$ cat src/rtl/tetris_pkg.sv
// Shared definitions for the game-over check logic.
// Holds the default board/piece geometry and the monitor FSM state encoding.
package tetris_pkg;

    localparam int BOARD_W_DEF = 10;   // board columns
    localparam int LIMIT_H_DEF = 23;   // first board row that counts as overflow
    localparam int PIECE_N_DEF = 4;    // piece window edge length
    localparam int Y_W_DEF     = 5;    // row coordinate width
    localparam int X_W_DEF     = 4;    // column coordinate width

    typedef enum logic [1:0] {
        IDLE  = 2'd0,
        ISSUE = 2'd1,
        EVAL  = 2'd2,
        DONE  = 2'd3
    } state_t;

endpackage

$ cat src/rtl/game_over_monitor_row_match.sv
// row_match: combinational evaluation of one piece row against one board row.
// Ports:
//   piece_row  in  PIECE_N  piece cells of the row, bit c = piece column c
//   pos_x      in  X_W      board column of piece column 0
//   row_data   in  BOARD_W  board occupancy, bit c = board column c
//   hit        out 1        a set piece cell lands on an occupied board cell
//   wall       out 1        a set piece cell lands at column >= BOARD_W
module row_match
    import tetris_pkg::*;
#(
    parameter int BOARD_W = BOARD_W_DEF,
    parameter int PIECE_N = PIECE_N_DEF,
    parameter int X_W     = X_W_DEF
) (
    input  logic [PIECE_N-1:0] piece_row,
    input  logic [X_W-1:0]     pos_x,
    input  logic [BOARD_W-1:0] row_data,
    output logic               hit,
    output logic               wall
);

    logic [X_W:0] col;

    always_comb begin
        hit  = 1'b0;
        wall = 1'b0;
        col  = '0;
        for (int c = 0; c < PIECE_N; c++) begin
            // One extra bit so pos_x + c never wraps back onto the board.
            col = {1'b0, pos_x} + (X_W+1)'(c);
            if (piece_row[c]) begin
                if (int'(col) >= BOARD_W) begin
                    wall = 1'b1;
                end
                // Compare against every board column instead of indexing
                // row_data with the wider column value.
                for (int b = 0; b < BOARD_W; b++) begin
                    if ((int'(col) == b) && row_data[b]) begin
                        hit = 1'b1;
                    end
                end
            end
        end
    end

endmodule

$ cat src/rtl/game_over_monitor.sv
// game_over_monitor: scans the PIECE_N rows under a piece placement, one board
// row read per piece row, and reports overflow / collision plus a sticky
// game_over flag. Latency is fixed: every row is visited.
// Ports:
//   clk, rst            clock, synchronous active-high reset
//   start, clear        check request (IDLE only), clear of sticky game_over
//   pos_y, pos_x, float piece placement and cells (float[r*PIECE_N+c])
//   row_addr, row_rd    board row read port, row_data valid one cycle later
//   row_data            addressed board row occupancy
//   busy, done          check in progress, one-cycle end-of-check pulse
//   overflow, collide   result of the last check
//   game_over           sticky, set when done pulses with a failing result
//
// state | meaning
// IDLE  | waiting for start
// ISSUE | drive read for piece row r (suppressed when row >= LIMIT_H)
// EVAL  | row_data valid; fold row r into overflow/collide
// DONE  | all rows folded; done/game_over update on the next edge
module game_over_monitor
    import tetris_pkg::*;
#(
    parameter int BOARD_W = BOARD_W_DEF,
    parameter int LIMIT_H = LIMIT_H_DEF,
    parameter int PIECE_N = PIECE_N_DEF,
    parameter int Y_W     = Y_W_DEF,
    parameter int X_W     = X_W_DEF
) (
    input  logic                         clk,
    input  logic                         rst,
    input  logic                         start,
    input  logic                         clear,
    input  logic [Y_W-1:0]               pos_y,
    input  logic [X_W-1:0]               pos_x,
    input  logic [0:PIECE_N*PIECE_N-1]   float,
    output logic [Y_W-1:0]               row_addr,
    output logic                         row_rd,
    input  logic [BOARD_W-1:0]           row_data,
    output logic                         busy,
    output logic                         done,
    output logic                         overflow,
    output logic                         collide,
    output logic                         game_over
);

    localparam int R_W = (PIECE_N > 1) ? $clog2(PIECE_N) : 1;

    state_t             state;
    state_t             state_next;
    logic [R_W-1:0]     r;
    logic [Y_W-1:0]     pos_y_q;
    logic [X_W-1:0]     pos_x_q;
    logic [PIECE_N-1:0] piece_q [PIECE_N];

    logic               accept;
    logic               last_row;
    logic [Y_W:0]       abs_row;
    logic               readable;
    logic               hit;
    logic               wall;

    // busy stays high through the done cycle, so gating on it keeps a start
    // held across the end of a check from being taken a cycle early.
    assign accept   = (state == IDLE) && !busy && start;
    assign last_row = (r == R_W'(PIECE_N-1));
    assign abs_row  = {1'b0, pos_y_q} + (Y_W+1)'(r);
    assign readable = int'(abs_row) < LIMIT_H;

    row_match #(
        .BOARD_W (BOARD_W),
        .PIECE_N (PIECE_N),
        .X_W     (X_W)
    ) u_row_match (
        .piece_row (piece_q[r]),
        .pos_x     (pos_x_q),
        .row_data  (row_data),
        .hit       (hit),
        .wall      (wall)
    );

    always_ff @(posedge clk) begin
        if (rst) begin
            state <= IDLE;
        end else begin
            state <= state_next;
        end
    end

    always_comb begin
        state_next = state;
        row_rd     = 1'b0;
        row_addr   = '0;
        case (state)
            IDLE: begin
                if (accept) begin
                    state_next = ISSUE;
                end
            end
            ISSUE: begin
                row_rd     = readable;
                row_addr   = readable ? abs_row[Y_W-1:0] : '0;
                state_next = EVAL;
            end
            EVAL: begin
                state_next = last_row ? DONE : ISSUE;
            end
            DONE: begin
                state_next = IDLE;
            end
            default: begin
                state_next = IDLE;
            end
        endcase
    end

    always_ff @(posedge clk) begin
        if (rst) begin
            r         <= '0;
            pos_y_q   <= '0;
            pos_x_q   <= '0;
            for (int i = 0; i < PIECE_N; i++) begin
                piece_q[i] <= '0;
            end
            busy      <= 1'b0;
            done      <= 1'b0;
            overflow  <= 1'b0;
            collide   <= 1'b0;
            game_over <= 1'b0;
        end else begin
            busy <= (state_next != IDLE) || (state == DONE);
            done <= (state == DONE);

            if (accept) begin
                r        <= '0;
                pos_y_q  <= pos_y;
                pos_x_q  <= pos_x;
                for (int rr = 0; rr < PIECE_N; rr++) begin
                    for (int cc = 0; cc < PIECE_N; cc++) begin
                        piece_q[rr][cc] <= float[rr*PIECE_N + cc];
                    end
                end
                overflow <= 1'b0;
                collide  <= 1'b0;
            end

            if (state == EVAL) begin
                if (readable) begin
                    collide <= collide | hit | wall;
                end else begin
                    overflow <= overflow | (|piece_q[r]);
                end
                r <= last_row ? '0 : r + 1'b1;
            end

            // A failing result set on this edge, or still showing on done,
            // outranks a simultaneous clear.
            if ((state == DONE) && (overflow || collide)) begin
                game_over <= 1'b1;
            end else if (clear && !(done && (overflow || collide))) begin
                game_over <= 1'b0;
            end
        end
    end

endmodule

$ cat config.mk
export PLATFORM = sky130hd
export DESIGN_NAME = game_over_monitor
export DESIGN_NICKNAME = d
export VERILOG_FILES = /design/src/rtl/tetris_pkg.sv /design/src/rtl/game_over_monitor_row_match.sv /design/src/rtl/game_over_monitor.sv
export SDC_FILE = /design/constraint.sdc
export NUM_CORES = 1
export LEC_CHECK = 0
export ABC_AREA = 1
export ABC_CLOCK_PERIOD_IN_PS = 5200
export CORE_UTILIZATION = 55
export DETAILED_ROUTE_END_ITERATION = 7
export GPL_TIMING_DRIVEN = 0
export HOLD_SLACK_MARGIN = 0.06
export PLACE_DENSITY = 0.94
export SLEW_MARGIN = 20
export SYNTH_ARGS = -nofsm -noshare
export SYNTH_HDL_FRONTEND = slang
export SYNTH_HIERARCHICAL = 1
export SYNTH_SLANG_ARGS = --single-unit
$ cat constraint.sdc
create_clock -name clk -period 5.2 [get_ports clk]
set_input_delay 1.04 -clock clk [delete_from_list [all_inputs] [get_ports clk]]
set_output_delay 1.04 -clock clk [all_outputs]
set_load 0.05 [all_outputs]
==> impl_summary.log, run 1 <==
[metrics] sequential element share of the synthesized area: 36.9%
[metrics] compound-gate portion of the synthesized area: 6.45%
[metrics] leakage power of the design: 1.51 nW
[metrics] detail-routed via count per cell: 5.48
[metrics] router iterations before antenna repair: 7
[metrics] maximum buffer depth of the clock tree: 2
[metrics] first-pass GRT wire length: 9980 µm
[metrics] most used flip-flop cell after synthesis: sky130_fd_sc_hd__dfxtp_1
[metrics] net switching fraction of the power: 29.7%
[metrics] max frequency: 242 MHz
[metrics] Boundary Pins: 50
[metrics] MaxCap Viol Count: 0
[metrics] average wire per cell in the routed design: 13.3 µm
[metrics] cell repeated most along the worst path: sky130_fd_sc_hd__nand3_1
[metrics] clock latency at the later pin of the worst-skew pair: 0.29 ns
[metrics] status: finished, final reports clean
[metrics] capturing element type of the critical path: output pin
[metrics] global placer's final weighted congestion: 0.918
[metrics] post-synthesis instance total: 357
[metrics] Area Overhead vs Synth: 28.3%
[metrics] slew at the pin with the worst max-slew slack: 0.815 ns
[metrics] combinational cell fraction of total power: 25.3%
[metrics] final hold violation count: 0
[metrics] drt first-iter violations: 230
[metrics] unrepaired setup endpoints after global routing: no
[metrics] Mean Syn Cell Area: 6.68 µm²
[metrics] netlist area before placement: 0.00239 mm²
[metrics] fraction of the mapped netlist area in adder cells: 6.61%
[metrics] Arr. time, crit path: 3.09 ns
[metrics] TritonCTS Sinks: 36
[metrics] library cell with the largest summed area after synthesis: sky130_fd_sc_hd__nand2_1
[metrics] area share of xor/xnor cells in the synthesized design: 1.05%
[metrics] maximum level of the CTS H-tree: 2
[metrics] Post-synth EDFFs: 16
[metrics] total power per unit cell area: 256 mW/mm²
[metrics] fraction of final layout cells sized beyond drive strength 1: 6.04%
[metrics] CP max stage cell: sky130_fd_sc_hd__clkdlybuf4s50_1
[metrics] total negative slack for setup checks: 0 ns
[metrics] number of global-route vias before repair: 2287
[metrics] Yosys warning count: 6
[metrics] DIE WIDTH: 67.9 µm
[metrics] Total Die Area: 0.00461 mm²
[metrics] DRC violations left: 0
[metrics] number of hold buffers added after cts: 0
[metrics] CP max FO: 7
[metrics] maximum number of pins on one net before global-route repair: 20
[metrics] HPWL Detailed: 4660 µm
[metrics] Cell variety after synth: 29
[metrics] Synth Net Count: 408
[metrics] Total Wirelength: 6190 µm
[metrics] total clock buffers created by CTS: 5
[metrics] Nets: 464
[metrics] Seq cells post-synth: 36
[metrics] Worst Path Required: 4.16 ns
[metrics] Clk pwr share: 31.7%
[metrics] Worst Path Class, Setup: reg2out
[metrics] final design utilization: 74.9%
[metrics] number of gates given a new drive strength after cts: 0
[metrics] min cycle time layout: 4.13 ns
[metrics] multiplexer share of the synthesized area: 0%
[metrics] critical-path cell list: ha_1 > fa_1 > nand2_1 > inv_1 > nand3_1 > nand3_1 > nand2_2 > nand2_4 > nor3b_1 > clkdlybuf4s50_1
[metrics] core area: 0.00409 mm²
[metrics] ys async rst share: 0%
[metrics] number of buffers inserted by port buffering: 49
[metrics] clock-pin slew reported for the worst setup and hold paths after clock tree synthesis: 0.07 ns
[metrics] fraction of synthesized cell area taken by the top area cell type: 20.8%
[metrics] initial antenna violation count: 0
[metrics] sequential cell fraction of total power: 43.0%
[metrics] commonest non-fill, non-tap cell in the layout: sky130_fd_sc_hd__nand2_1
[metrics] Power Internal: 0.550 mW
[metrics] global-route usage over all layers: 29.5%
[metrics] antenna diode count: 0
[metrics] total power: 0.783 mW
[metrics] total congestion overflow after global routing: 0
[metrics] antenna violation net count after detailed routing: 0
[metrics] number of endpoints failing setup at the final stage: 0
[metrics] relative max-transition margin: 45.5%
[metrics] number of setup buffers added after CTS: 0
[metrics] Chip Height: 67.9 µm
[metrics] via count: 2544
[metrics] Simple-Gate Fraction of Synth Area: 38.8%
[metrics] combinational family with the most area after synthesis: simple AND/OR/NAND/NOR gates
[metrics] top cells by area in the synthesized netlist: sky130_fd_sc_hd__nand2_1, sky130_fd_sc_hd__edfxtp_1, sky130_fd_sc_hd__dfxtp_1, sky130_fd_sc_hd__nand3_1, sky130_fd_sc_hd__inv_1
[metrics] TritonCTS clock tree: yes
[metrics] starting utilization of the core area: 58.4%
[metrics] commonest non-fill, non-tap cells in the layout: sky130_fd_sc_hd__nand2_1, sky130_fd_sc_hd__inv_1, sky130_fd_sc_hd__clkdlybuf4s50_1, sky130_fd_sc_hd__nand3_1, sky130_fd_sc_hd__nor2_1
[metrics] switching component of the power: 0.233 mW
[metrics] category of the worst setup path launch point: register
[metrics] slowest cell delay on critical path: 0.87 ns
[metrics] clk_skew: 0.00882 ns
[metrics] final worst path period share: 79.5%
[metrics] worst hold path class: reg2reg
[metrics] placement row count: 23
[metrics] clock root cell: sky130_fd_sc_hd__clkbuf_8
[metrics] Pins Over Slew Limit: 0
[metrics] maximum vdd drop: 0.000202 V
## critical path, delay by kind of cell, from the launching register on
family | cells | cell delay [ns]
fa+ha+maj | 2 | 0.70
flops | 1 | 0.40
simple gates | 6 | 0.78
buf+inv | 2 | 0.92
## synthesized netlist by cell type (4+ instances only)
cell / count
sky130_fd_sc_hd__a21oi_1: 12
sky130_fd_sc_hd__buf_2: 5
sky130_fd_sc_hd__dfxtp_1: 20
sky130_fd_sc_hd__edfxtp_1: 16
sky130_fd_sc_hd__ha_1: 11
sky130_fd_sc_hd__inv_1: 49
sky130_fd_sc_hd__nand2_1: 132
sky130_fd_sc_hd__nand2_2: 4
sky130_fd_sc_hd__nand3_1: 38
sky130_fd_sc_hd__nand4_1: 4
sky130_fd_sc_hd__nor2_1: 32
sky130_fd_sc_hd__nor3_1: 5
sky130_fd_sc_hd__o21ai_0: 9
## state kept, by name (all words and copies together), names as in the netlist, named ones only
register and cells:
busy 1, collide 1, done 1, game_over 1, overflow 1, piece_q 16, pos_x_q 4, pos_y_q 5
r 2, state 2
## area by class of cell
type | instances | area, µm²
fill | 318 | 1030
sequential | 36 | 881
clock buffer | 8 | 121
buffer | 8 | 47.5
inverter | 52 | 195
multi-input combinational | 261 | 1260
tap | 50 | 62.6
timing repair buffer | 49 | 490
## worst paths after layout
kind         startpoint           to  slack [ns]  cells past startpoint
min reg2reg  pos_x_q[3]   pos_x_q[3]        0.48                      2
max                r[0]  row_addr[0]        1.07                     10
max reg2reg  pos_x_q[0]      collide        2.95                     17
min          pos_x_q[3]   pos_x_q[3]        0.48                      2
## kinds of logic (layout without fill, tap and decap cells)
| family | Yosys count | count (layout) |
|---|---|---|
| flip-flops | 36 | 36 |
| buffers and inverters | 60 | 117 |
| XOR/XNOR | 2 | 2 |
| AO/OA/AOI/OAI | 27 | 27 |
| adder cells (fa/ha/maj) | 12 | 12 |
| AND/OR/NAND/NOR | 220 | 220 |
## power groups by stage
stage | combinational, mW | clock [mW] | sequential, mW
3_3_place_gp | 0.185 | 0 | 0.340
2_1_floorplan | 0.120 | 0 | 0.342
4_1_cts | 0.196 | 0.249 | 0.336
5_1_grt | 0.220 | 0.264 | 0.338
6_report | 0.198 | 0.248 | 0.337
3_5_place_dp | 0.194 | 0 | 0.342
## layer usage
layer / up-vias / wire, µm / GRT usage [%]
li1: 1237 / - / -
met1: 1156 / 2430 / 34.3
met2: 121 / 3150 / 51.6
met4: 0 / 229 / 15.4
met3: 30 / 377 / 5.17
met5: - / 0 / 0
## through the flow
stage	worst slack, ns	hold slack, ns	instances	instance area, µm²
after global placement	1.63	0.438	456	2940
after global routing	0.918	0.493	464	3060
after CTS	1.11	0.483	464	3060
after floorplan	1.59	0.423	357	2390
final	1.07	0.476	464	3060
after detailed placement	1.52	0.472	456	2940
No activity file was read; power rests on OpenSTA's default activity.
==> run 2, diff against run 1 <==
--- a/config.mk
+++ b/config.mk
@@ -6,12 +6,12 @@
 export NUM_CORES = 1
 export LEC_CHECK = 0
 export ABC_AREA = 1
-export ABC_CLOCK_PERIOD_IN_PS = 5200
-export CORE_UTILIZATION = 55
+export ABC_CLOCK_PERIOD_IN_PS = 4000
+export CORE_UTILIZATION = 51
 export DETAILED_ROUTE_END_ITERATION = 7
 export GPL_TIMING_DRIVEN = 0
 export HOLD_SLACK_MARGIN = 0.06
-export PLACE_DENSITY = 0.94
+export PLACE_DENSITY = 0.89
 export SLEW_MARGIN = 20
 export SYNTH_ARGS = -nofsm -noshare
 export SYNTH_HDL_FRONTEND = slang
==> constraint.sdc (replaced) <==
create_clock -name clk -period 4 [get_ports clk]
set_input_delay 0.8 -clock clk [delete_from_list [all_inputs] [get_ports clk]]
set_output_delay 0.8 -clock clk [all_outputs]
set_load 0.05 [all_outputs]
==> impl_summary.log, run 2 (synthesis results as in run 1) <==
[metrics] number of buffers inserted by port buffering: 49
[metrics] first-pass GRT wire length: 9360 µm
[metrics] Regs by FF count: piece_q: 16 flops, pos_y_q: 5 flops, pos_x_q: 4 flops
[metrics] clk_skew: 0.00631 ns
[metrics] clock latency at the later pin of the worst-skew pair: 0.29 ns
[metrics] critical-path cell list: ha_1 > fa_1 > nand2_2 > nor2_4 > xor2_2 > nand2_2 > nand2_4 > nor3b_1 > clkdlybuf4s50_1
[metrics] fraction of final layout cells sized beyond drive strength 1: 5.31%
[metrics] maximum number of pins on one net before global-route repair: 20
[metrics] maximum vdd drop: 0.000227 V
[metrics] number of cells on the critical path: 9
[metrics] Total Wirelength: 5390 µm
[metrics] Area Overhead vs Synth: 26.6%
[metrics] hold slack final: 0.463 ns
[metrics] Worst Path Required: 3.20 ns
[metrics] total clock buffers created by CTS: 5
[metrics] pre-CTS WS: 0.646 ns
[metrics] Chip Height: 70.4 µm
[metrics] initial antenna violation count: 0
[metrics] maximum buffer depth of the clock tree: 2
[metrics] via count: 2396
[metrics] worst hold path class: reg2reg
[metrics] net switching fraction of the power: 30.9%
[metrics] clock-pin slew reported for the worst setup and hold paths after clock tree synthesis: 0.07 ns
[metrics] commonest non-fill, non-tap cell in the layout: sky130_fd_sc_hd__nand2_1
[metrics] starting utilization of the core area: 54.1%
[metrics] placement row count: 24
[metrics] min cycle time layout: 3.66 ns
[metrics] Power Internal: 0.641 mW
[metrics] core area: 0.00441 mm²
[metrics] antenna violation net count after detailed routing: 0
[metrics] Clk pwr share: 26.1%
[metrics] Final WS setup: 0.342 ns
[metrics] status: finished, final reports clean
[metrics] number of global-route vias before repair: 2229
[metrics] number of endpoints failing setup at the final stage: 0
[metrics] Total Die Area: 0.00496 mm²
[metrics] total power per unit cell area: 307 mW/mm²
[metrics] cell depth of the worst hold path: 2
[metrics] antenna diode count: 0
[metrics] Pins Over Slew Limit: 0
[metrics] final worst path period share: 91.5%
[metrics] commonest non-fill, non-tap cells in the layout: sky130_fd_sc_hd__nand2_1, sky130_fd_sc_hd__inv_1, sky130_fd_sc_hd__clkdlybuf4s50_1, sky130_fd_sc_hd__nand3_1, sky130_fd_sc_hd__nor2_1
[metrics] slew at the pin with the worst max-slew slack: 0.737 ns
[metrics] global placer's final weighted congestion: 0.894
[metrics] switching component of the power: 0.287 mW
[metrics] number of buffer and inverter stages on the critical path: 1
[metrics] unrepaired setup endpoints after global routing: no
[metrics] max frequency: 273 MHz
[metrics] DRC violations left: 0
[metrics] relative max-transition margin: 50.7%
[metrics] maximum level of the CTS H-tree: 2
[metrics] total negative slack for setup checks: 0 ns
[metrics] Top reg by flops: piece_q
[metrics] capturing element type of the critical path: output pin
[metrics] slowest cell delay on critical path: 0.85 ns
[metrics] MaxCap Viol Count: 0
[metrics] Arr. time, crit path: 2.86 ns
[metrics] Boundary Pins: 50
[metrics] Largest register FFs: 16
[metrics] drt first-iter violations: 175
[metrics] TritonCTS Sinks: 36
[metrics] Worst path top cell family by delay: buffers and inverters
[metrics] detail-routed via count per cell: 5.14
[metrics] Worst Reg-to-Reg Cells: 14
[metrics] category of the worst setup path launch point: register
[metrics] leakage power of the design: 1.48 nW
[metrics] sequential cell fraction of total power: 47.0%
[metrics] cell repeated most along the worst path: sky130_fd_sc_hd__nand2_2
[metrics] average wire per cell in the routed design: 11.6 µm
[metrics] TritonCTS clock tree: yes
[metrics] combinational cell fraction of total power: 26.9%
[metrics] number of hold buffers added after cts: 0
[metrics] Worst Path Class, Setup: reg2out
[metrics] HPWL Detailed: 4300 µm
[metrics] number of gates given a new drive strength after cts: 0
[metrics] CP max FO: 7
[metrics] clock root cell: sky130_fd_sc_hd__clkbuf_8
[metrics] Nets: 464
[metrics] DIE WIDTH: 70.4 µm
[metrics] number of setup buffers added after CTS: 0
[metrics] total congestion overflow after global routing: 0
[metrics] global-route usage over all layers: 23.8%
[metrics] final hold violation count: 0
[metrics] router iterations before antenna repair: 4
[metrics] CP max stage cell: sky130_fd_sc_hd__clkdlybuf4s50_1
## run 2: changes by cell type in the layout (fill, tap and decap cells not counted), sizes merged
cell / change
clkinv: +1
clkbuf: -1
## run 2: power groups by stage
stage | sequential [mW] | clock, mW | combinational (mW)
after global placement | 0.442 | 0 | 0.243
final | 0.436 | 0.242 | 0.249
after detailed placement | 0.445 | 0 | 0.248
after CTS | 0.437 | 0.247 | 0.250
after floorplan | 0.445 | 0 | 0.156
after global routing | 0.440 | 0.264 | 0.281
## run 2: final timing paths
| check | slack [ns] | from | to |
|---|---|---|---|
| max | 0.34 | r[0] | row_addr[1] |
| min | 0.46 | pos_x_q[3] | pos_x_q[3] |
| max reg2reg | 1.79 | pos_x_q[2] | collide |
| min reg2reg | 0.46 | pos_x_q[3] | pos_x_q[3] |
## run 2: final cells by class
type,count,area [µm²]
multi-input combinational,261,1260
clock buffer,7,76.3
inverter,52,195
sequential,36,881
timing repair buffer,49,490
tap,52,65.1
clock inverter,1,3.75
fill,370,1390
buffer,8,47.5
## run 2: metal layers
layer | wire length [µm] | part of all wire (%) | vias to the layer above | global-route usage, %
met5 | 0 | 0 | - | 0
met4 | 99 | 1.8 | 0 | 11.3
met3 | 247 | 4.6 | 9 | 4.91
met2 | 2770 | 51 | 69 | 41.4
met1 | 2280 | 42 | 1078 | 27.8
li1 | - | - | 1240 | -
## run 2: worst min-delay path, stage by stage (launching register included)
cell                      delay, ns
sky130_fd_sc_hd__dfxtp_1       0.32
sky130_fd_sc_hd__nand2_1       0.06
sky130_fd_sc_hd__nand2_1       0.04
## run 2: stage by stage
| step | total power, mW | area (µm²) | std cells | utilization [%] |
|---|---|---|---|---|
| floorplan | 0.601 | 2390 | 357 | - |
| global placement | 0.685 | 2940 | 458 | 66.6 |
| detailed placement | 0.693 | 2940 | 458 | 66.6 |
| CTS | 0.933 | 3020 | 466 | 68.5 |
| global route | 0.985 | 3020 | 466 | 68.5 |
| finish | 0.928 | 3020 | 466 | 68.5 |
